<file path="config.mk">
export PLATFORM = sky130hd
export DESIGN_NAME = spi_flash_controller
export DESIGN_NICKNAME = d
export VERILOG_FILES = /design/src/rtl/spi_flash_controller_pkg.sv /design/src/rtl/spi_shift_engine.sv /design/src/rtl/spi_flash_controller.sv
export SDC_FILE = /design/constraint.sdc
export NUM_CORES = 1
export LEC_CHECK = 0
export CAP_MARGIN = 20
export CORE_MARGIN = 2
export CORE_UTILIZATION = 49
export CTS_CLUSTER_SIZE = 10
export DETAILED_ROUTE_END_ITERATION = 7
export PLACE_DENSITY = 0.8
export SYNTH_ARGS = -nofsm -noshare
export SYNTH_HDL_FRONTEND = slang
export SYNTH_SLANG_ARGS = --single-unit
</file>
<file path="constraint.sdc">
create_clock -name clk -period 2.2 [get_ports clk]
set_input_delay 0.44 -clock clk [delete_from_list [all_inputs] [get_ports clk]]
set_output_delay 0.44 -clock clk [all_outputs]
set_load 0.005 [all_outputs]
</file>
<file path="src/rtl/spi_flash_controller_pkg.sv">
// rtl/spi_flash_controller_pkg.sv - shared constants and types for the SPI flash bridge
// Contents: flash opcodes, fixed upper address byte, frame geometry, bus-side state enum.
package spi_flash_controller_pkg;

  localparam logic [7:0] READ_CMD  = 8'h03;
  localparam logic [7:0] WRITE_CMD = 8'h02;
  localparam logic [7:0] WREN      = 8'h06;
  localparam logic [7:0] ADDR_HI   = 8'h00;

  // opcode + 24-bit address + one data byte
  localparam int FRAME_LEN  = 40;
  // first bit index of the data byte within the frame
  localparam int DATA_START = 32;

  typedef enum logic [1:0] {
    ST_IDLE  = 2'd0,
    ST_SHIFT = 2'd1,
    ST_DONE  = 2'd2
  } state_t;

endpackage

</file>
<file path="src/rtl/spi_shift_engine.sv">
// rtl/spi_shift_engine.sv - generic N-bit SPI mode-0 frame shifter with MISO capture
// Ports:
//   clk, rst         : clock, asynchronous active-high reset
//   i_start          : load i_frame and begin a frame (ignored while busy)
//   i_frame          : frame to send, MSB first
//   i_miso           : serial data from the device, sampled on SCK rise
//   o_sck/o_mosi     : SCK (clk/2) and serial data to the device
//   o_cs_n           : active-low chip select
//   o_last           : high during the cycle whose closing edge ends the frame
//   o_rx             : last CAP_W bits sampled from bit CAP_START onward
module spi_shift_engine #(
  parameter int N         = 40,
  parameter int CAP_START = 32,
  parameter int CAP_W     = 8
) (
  input  logic             clk,
  input  logic             rst,
  input  logic             i_start,
  input  logic [N-1:0]     i_frame,
  input  logic             i_miso,
  output logic             o_sck,
  output logic             o_mosi,
  output logic             o_cs_n,
  output logic             o_last,
  output logic [CAP_W-1:0] o_rx
);

  localparam int CW = $clog2(N + 1);

  logic             r_busy;
  logic             r_sck;
  logic             r_mosi;
  logic             r_cs_n;
  logic [N-1:0]     r_shift;
  logic [CW-1:0]    r_bits;   // falling edges completed = index of the bit on MOSI
  logic [CAP_W-1:0] r_rx;

  // After the final falling edge, one more cycle with SCK low before CS rises.
  assign o_last = r_busy && (r_bits == CW'(N));

  always_ff @(posedge clk or posedge rst) begin
    if (rst) begin
      r_busy  <= 1'b0;
      r_sck   <= 1'b0;
      r_mosi  <= 1'b0;
      r_cs_n  <= 1'b1;
      r_shift <= '0;
      r_bits  <= '0;
      r_rx    <= '0;
    end else if (!r_busy) begin
      if (i_start) begin
        r_busy  <= 1'b1;
        r_cs_n  <= 1'b0;
        r_sck   <= 1'b0;
        r_shift <= i_frame;
        r_mosi  <= i_frame[N-1];
        r_bits  <= '0;
        r_rx    <= '0;
      end
    end else if (o_last) begin
      r_busy <= 1'b0;
      r_cs_n <= 1'b1;
      r_mosi <= 1'b0;
    end else if (!r_sck) begin
      r_sck <= 1'b1;
      if (r_bits >= CW'(CAP_START)) begin
        r_rx <= {r_rx[CAP_W-2:0], i_miso};
      end
    end else begin
      // Zero fill means MOSI returns low after the last bit.
      r_sck   <= 1'b0;
      r_shift <= {r_shift[N-2:0], 1'b0};
      r_mosi  <= r_shift[N-2];
      r_bits  <= r_bits + CW'(1);
    end
  end

  assign o_sck  = r_sck;
  assign o_mosi = r_mosi;
  assign o_cs_n = r_cs_n;
  assign o_rx   = r_rx;

endmodule

</file>
<file path="src/rtl/spi_flash_controller.sv">
// rtl/spi_flash_controller.sv - parallel bus to SPI NOR flash single-byte read/program bridge
// Ports:
//   clk, reset        : clock, asynchronous active-high reset
//   spi_ce            : transaction request from the bus decoder
//   i_ADDRESS_BUS     : 16-bit byte address
//   i_DataBus         : write data
//   i_RW              : 1 = read (0x03), 0 = page program (0x02)
//   i_SPI_MISO        : flash serial output
//   o_SPI_CLK/MOSI/CS : flash pins (mode 0, CS active-low)
//   o_spi_data        : last byte read
//   o_MemoryReady     : transaction complete, held while spi_ce stays high
module spi_flash_controller
  import spi_flash_controller_pkg::*;
(
  input  logic        clk,
  input  logic        reset,
  input  logic        spi_ce,
  input  logic [15:0] i_ADDRESS_BUS,
  input  logic [7:0]  i_DataBus,
  input  logic        i_RW,
  input  logic        i_SPI_MISO,
  output logic        o_SPI_CLK,
  output logic        o_SPI_MOSI,
  output logic        o_SPI_CS,
  output logic [7:0]  o_spi_data,
  output logic        o_MemoryReady
);

  state_t      r_state;
  logic        r_rw;
  logic        r_ready;
  logic [7:0]  r_data;

  logic                 w_start;
  logic                 w_last;
  logic [FRAME_LEN-1:0] w_frame;
  logic [7:0]           w_rx;

  assign w_start = (r_state == ST_IDLE) && spi_ce;
  // The engine latches the frame on the start edge, so later bus changes are ignored.
  assign w_frame = {(i_RW ? READ_CMD : WRITE_CMD), ADDR_HI, i_ADDRESS_BUS,
                    (i_RW ? 8'h00 : i_DataBus)};

  spi_shift_engine #(
    .N         (FRAME_LEN),
    .CAP_START (DATA_START),
    .CAP_W     (8)
  ) u_engine (
    .clk     (clk),
    .rst     (reset),
    .i_start (w_start),
    .i_frame (w_frame),
    .i_miso  (i_SPI_MISO),
    .o_sck   (o_SPI_CLK),
    .o_mosi  (o_SPI_MOSI),
    .o_cs_n  (o_SPI_CS),
    .o_last  (w_last),
    .o_rx    (w_rx)
  );

  always_ff @(posedge clk or posedge reset) begin
    if (reset) begin
      r_state <= ST_IDLE;
      r_rw    <= 1'b0;
      r_ready <= 1'b0;
      r_data  <= 8'h00;
    end else begin
      case (r_state)
        ST_IDLE: begin
          r_ready <= 1'b0;
          if (spi_ce) begin
            r_rw    <= i_RW;
            r_state <= ST_SHIFT;
          end
        end
        ST_SHIFT: begin
          // spi_ce is not watched here: a started frame always completes.
          if (w_last) begin
            r_state <= ST_DONE;
            r_ready <= 1'b1;
            if (r_rw) begin
              r_data <= w_rx;
            end
          end
        end
        ST_DONE: begin
          if (!spi_ce) begin
            r_state <= ST_IDLE;
            r_ready <= 1'b0;
          end
        end
        default: begin
          r_state <= ST_IDLE;
          r_ready <= 1'b0;
        end
      endcase
    end
  end

  assign o_spi_data    = r_data;
  assign o_MemoryReady = r_ready;

endmodule

</file>
## Word-level counts from Yosys, hierarchy flattened

Index checks and enable logic that the tools add are counted.

| word-level totals | value |
|---|---|
| memories kept | 0 |
| bits in latches | 0 |
| word-level logic and storage cells | 72 |
| RAM bits | 0 |
| register bits after elaboration | 69 |
| output and inout port bits | 12 |
| input port bits | 29 |
| memory bits (read-only) | 0 |

| operators by class | value |
|---|---|
| eq/ne operators | 12 |
| $mul | 0 |
| shift operators | 0 |
| bitwise gates (word level) | 0 |
| divide/modulo/power cells | 0 |
| mux-type cells | 34 |
| add/sub/neg operators | 1 |
| reduce and logical (&&, ||, !) cells | 13 |
| magnitude comparators | 1 |

Operators with widths:

| operator | count |
|---|---|
| 39-bit 2-to-1 mux | 4 |
| 8-bit 2-to-1 mux | 6 |
| 6-bit 2-to-1 mux | 4 |
| 1-bit 2-to-1 mux | 15 |
| 2-bit inequality test (second input constant) | 6 |
| 2-bit AND reduction | 5 |
| 3-bit AND reduction | 3 |
| 6-bit by 1-bit adder with 6-bit output (second input constant) | 1 |
| 6-bit equality test (second input constant) | 1 |
| 6-bit greater-or-equal comparator (second input constant) | 1 |
| 2-bit 2-to-1 mux | 3 |
| 2-bit case mux with 3 select lines | 1 |
| 2-bit by 1-bit inequality test with 1-bit output (second input constant) | 2 |
| 4-bit AND reduction | 1 |
| 3-bit by 2-bit inequality test with 1-bit output (second input constant) | 1 |
| 2-bit by 1-bit equality test with 1-bit output (second input constant) | 1 |
| 2-bit equality test (second input constant) | 1 |
| 1-bit logical AND | 2 |
| 2-bit logical NOT | 1 |
| 1-bit case mux with 2 select lines | 1 |
| 2-bit nonzero test | 1 |

## Depth between registers and ports, before layout

| depth | value |
|---|---|
| word-level depth | 5 |
| mapped depth | 8 |
| mapped depth without buffers | 6 |

## By module

A second synthesis with hierarchy kept.

| unflattened totals | value |
|---|---|
| cells, all modules | 302 |
| area, all modules | 3354.5 sq um |

By module, submodules not included:

| module | area an instance (sq um) | times used | cells an instance | sequential area each (sq um) |
|---|---|---|---|---|
| spi_shift_engine | 2802.7 | 1 | 259 | 1427.6 |
| spi_flash_controller | 551.8 | 1 | 43 | 300.3 |

## Worst setup path before layout

No wires, ideal clock.

| timing path | value |
|---|---|
| path kind | flip-flop to flip-flop |
| from | reg u_engine.r_bits[0] |
| to | reg r_data[0] (netlist: o_spi_data[0]) |
| data required time | 2075 ps |
| library setup time | 125 ps |
| stages on the path, launching flop included | 7 |
| arrival | 1652 ps |
| path slack | 423 ps |
| cell sequence | dfrtp_1 > inv_1 > ha_1 > and4bb_4 > nand3_4 > nor3_4 > mux2_2 |

| on the way | value |
|---|---|
| word-level cells in the longest chain between the ends | 3 |

Ends and longest elaborated chain:

| element | RTL line | source |
|---|---|---|
| from (decl) | spi_shift_engine.sv:35 | `logic [CW-1:0] r_bits;` |
| from (signal assigned) | spi_shift_engine.sv:74 | `r_bits <= r_bits + CW'(1);` |
| 6-bit equality test | spi_shift_engine.sv:39 | `assign o_last = r_busy && (r_bits == CW'(N));` |
| 1-bit logical AND | spi_shift_engine.sv:39 |  |
| 3-bit AND reduction (no source line) | -- |  |
| to (signal assigned) | spi_flash_controller.sv:82 | `r_data <= w_rx;` |
| to (decl) | spi_flash_controller.sv:32 | `logic [7:0] r_data;` |

No other way between the ends.
A chain may end at the register's enable or synchronous reset.

## Worst setup path in the final report

| timing path | value |
|---|---|
| from | reg u_engine.r_bits[0] |
| to | reg r_data[4] (netlist: o_spi_data[4]) |

Same word-level chain as after synthesis.

==> reports/qor.yml <==
clock_network:
  cts_inserted_buffers: 9
  cts_num_sinks: 69
  longest_clk_path_bufs: 2
  cts_hold_buffers: 0
  tritoncts_clock_tree: "done"
  clock_insertion_delay_worst_skew_ps: 340
  post_cts_buffers: 0
  cells_resized_by_post_cts_repair: 0
  htree_num_levels: 3
  clk_pin_slew_worst_paths_ps: 70
  cts_root_buf: "clkbuf_8"
logic_synthesis:
  dominantRegCellSynth: "dfrtp_1"
  post_synth_inst_count: 276
  synth.top_cells.by_area: "dfrtp_1 54%, mux2i_1 11%, a21oi_1 4.6%"
  avgSynthCellArea_um2: 11.4
  synth_area_mm2: 0.00314
  synthesis.nets: 307
  synthDominantAreaCellType: "dfrtp_1"
  ys_ff_latch: 69
  asyncSetResetFlopFracSynth_pct: 100
  synth_simple_gate_area_share_pct: 12.1
  register_area_share_after_synthesis_pct: 55.0
  post_synth_fa_ha_maj_area_fraction_pct: 0.796
  yosys_warnings: 0
  synth-xor-area-share_pct: 0
  yosys-mux-area-fraction_pct: 15.0
  synth.distinct_cells: 37
  synth_top_family_by_area: "multiplexers"
  synth-edff-count: 0
  yosysTopAreaCellShare_pct: 54.1
  synth_compound_gate_area_share_pct: 13.5
global_route:
  overall_global_routing_usage_pct: 19.0
  global_route.usage.met2_pct: 29.3
  met1_usage_pct: 25.7
  grt_pass1_vias: 2252
  antenna_found_initial: 0
  globalRoute.busiestLayer: "met2"
  grt_pass1_wl_mm: 10.7
  grt.met3_usage_pct: 3.66
  largest_net_degree_at_the_start_of_global_routing: 44
  grt.overflow.total: 0
floorplanning:
  fp.dieH_um: 84.1
  initial_utilization_pct: 50.1
  die-area_mm2: 0.00707
  dieWidth_um: 84.1
  io_pins: 41
  rows: 29
  coreArea_mm2: 0.00628
cells_and_area:
  post-route-util_pct: 61.4
  layoutNonFillerInstCount: 402
  area_growth_pct: 22.5
  multiInputGateArea_mm2: 0.00130
  final_layout_size_suffix_gt1_share_pct: 13.2
  sequential_cell_area_mm2: 0.00173
  design.final.nets: 352
  antenna-diode-count: 0
  fillers: 522
sta:
  setup_viol_count_final: 0
  final_hold_viol_count: 0
  grt_setup_unrepaired: "no"
  setup_tns_ps: 0
  max_freq_ghz: 0.509
  post-route-min-period_ps: 1960
  timing.slew.headroom_pct: 62.6
  final-max-slew-violation-count: 0
  fin_skew_ps: 4.94
  worst_pin_slew_ps: 558
  worst_hold_slack_ps: 472
  min_period_over_period_pct: 89.3
run_status:
  outcome: "completed"
power:
  ir_drop_uv: 617
  cell_leakage_power_uw: 0.00180
  powerDensity_mw_per_mm2: 1410
  totalPowerFinal_uw: 5430
  power.net_switching_uw: 2000
  power_report.internal_total_uw: 3440
  power_frac_comb_pct: 41.7
  power.switching_fraction_pct: 36.7
  power_frac_clock_pct: 18.8
  sequentialPowerShare_pct: 39.5
routing:
  detail_route.vias_per_cell: 5.64
  detailroute.via_count: 2267
  antenna_left: 0
  route.final.wire_length_mm: 6.21
  drc: 0
  drt_pass1_iterations: 4
  dr.first_iter.drc_count: 156
  wire_per_inst_um: 15.5
placed_design:
  port_buffers: 40
  global_placement_routability_congestion: 0.798
  hpwlAfterDp_mm: 4.17
  placed_cells: 387
setup_path:
  endpoint_kind: "flip-flop"
  crit_type: "reg -> reg"
  r2r.worst_path.cells: 6
  critical_path.startpoint_type: "flip-flop"
  rr_startpoint: "u_engine.r_bits[0]"
  timing.critical_path.fanout_max: 8
  critPathArrivalTime_ps: 2190
  reg2reg_slack_ps: 240
  cp_data_required_time_ps: 2420
  crit_start: "u_engine.r_bits[0]"
  r2r-end: "o_spi_data[4]"
run:
  max_cap_viol_count: 0
hold_path:
  worst_hold_check_path_type: "in -> async"
-- power groups by stage --
stage          Clock [uW]  Combinational, uW  Sequential (uW)
6_report             1020               2270             2150
5_1_grt              1090               2510             2210
4_1_cts              1040               2280             2140
3_5_place_dp            0               2280             2160
3_3_place_gp            0               2190             2130
2_1_floorplan           0               1760             2040
-- sequential cells by signal (all words and copies together) (netlist names), 2 cells and up --
name	flops
u_engine.r_bits	6
u_engine.r_shift	39
o_spi_data	8
r_state	2
u_engine.o_rx	8
-- per-layer routing --
layer,vias up,share of wire [%],wire length [um]
met2,51,48,2980
met5,-,0,0
met3,14,3.6,222
met1,1120,46,2880
li1,1082,-,-
met4,0,2.0,127
-- layout by cell type, fill, tap and decap left out, drive strengths merged --
master,n
a211o,1
a21oi,31
a22o,12
a22oi,7
a31oi,1
and3,1
and4bb,1
buf,10
bufinv,1
clkbuf,14
clkdlybuf4s50,40
dfrtp,68
dfstp,1
ha,2
inv,8
mux2,10
mux2i,36
nand2,17
nand2b,1
nand3,4
nand3b,1
nand4bb,1
nor2,10
nor2b,2
nor3,28
nor3b,1
o21ai,13
o22ai,1
o32ai,1
or3b,1
-- stage by stage --
| step | setup slack [ps] | instance area [um2] |
|---|---|---|
| 2_1_floorplan | 21.8 | 3140 |
| 3_3_place_gp | 135 | 3660 |
| 3_5_place_dp | 78.8 | 3660 |
| 4_1_cts | 212 | 3850 |
| 5_1_grt | 102 | 3850 |
| 6_report | 235 | 3850 |
-- worst max path at each step --
| stage | depth (start not counted) | endpoint |
|---|---|---|
| floorplan | 1 | o_MemoryReady |
| global route | 6 | o_spi_data[2] |
| global placement | 5 | u_engine.r_bits[3] |
| detailed placement | 5 | u_engine.o_rx[7] |
| finish | 6 | o_spi_data[4] |
| CTS | 6 | o_spi_data[4] |
-- layout make-up --
type	instances	share of cell area, %
Tap cell	77	2.50
Inverter	8	0.780
Multi-Input combinational cell	183	33.8
Sequential cell	69	44.9
Timing Repair Buffer	50	13.0
Clock buffer	14	4.22
Clock inverter	1	0.780
-- kinds of logic after synthesis --
kind of cell,Yosys count
AND/OR/NAND/NOR,68
multiplexers,46
flip-flops,69
buffers and inverters,24
AO/OA/AOI/OAI,67
adder cells (fa/ha/maj),2
-- Yosys cell counts, types with 2 or more instances --
cell / instances
dfrtp_1: 68
mux2i_1: 36
a21oi_1: 29
nor3_1: 26
nand2_1: 17
a22o_1: 12
o21ai_0: 11
buf_2: 10
mux2_2: 10
nor2_1: 9
inv_1: 8
a22oi_1: 7
buf_4: 3
clkbuf_1: 3
nand3_1: 3
ha_1: 2
o21ai_1: 2
-- critical path, cell delays in order (launching register included) --
cell and delay [ps]:
dfrtp_1 410, inv_1 70, ha_1 170, and4bb_4 300
nand3_4 110, nor3_4 400, mux2_2 390
(Power assumes the default switching activity.)
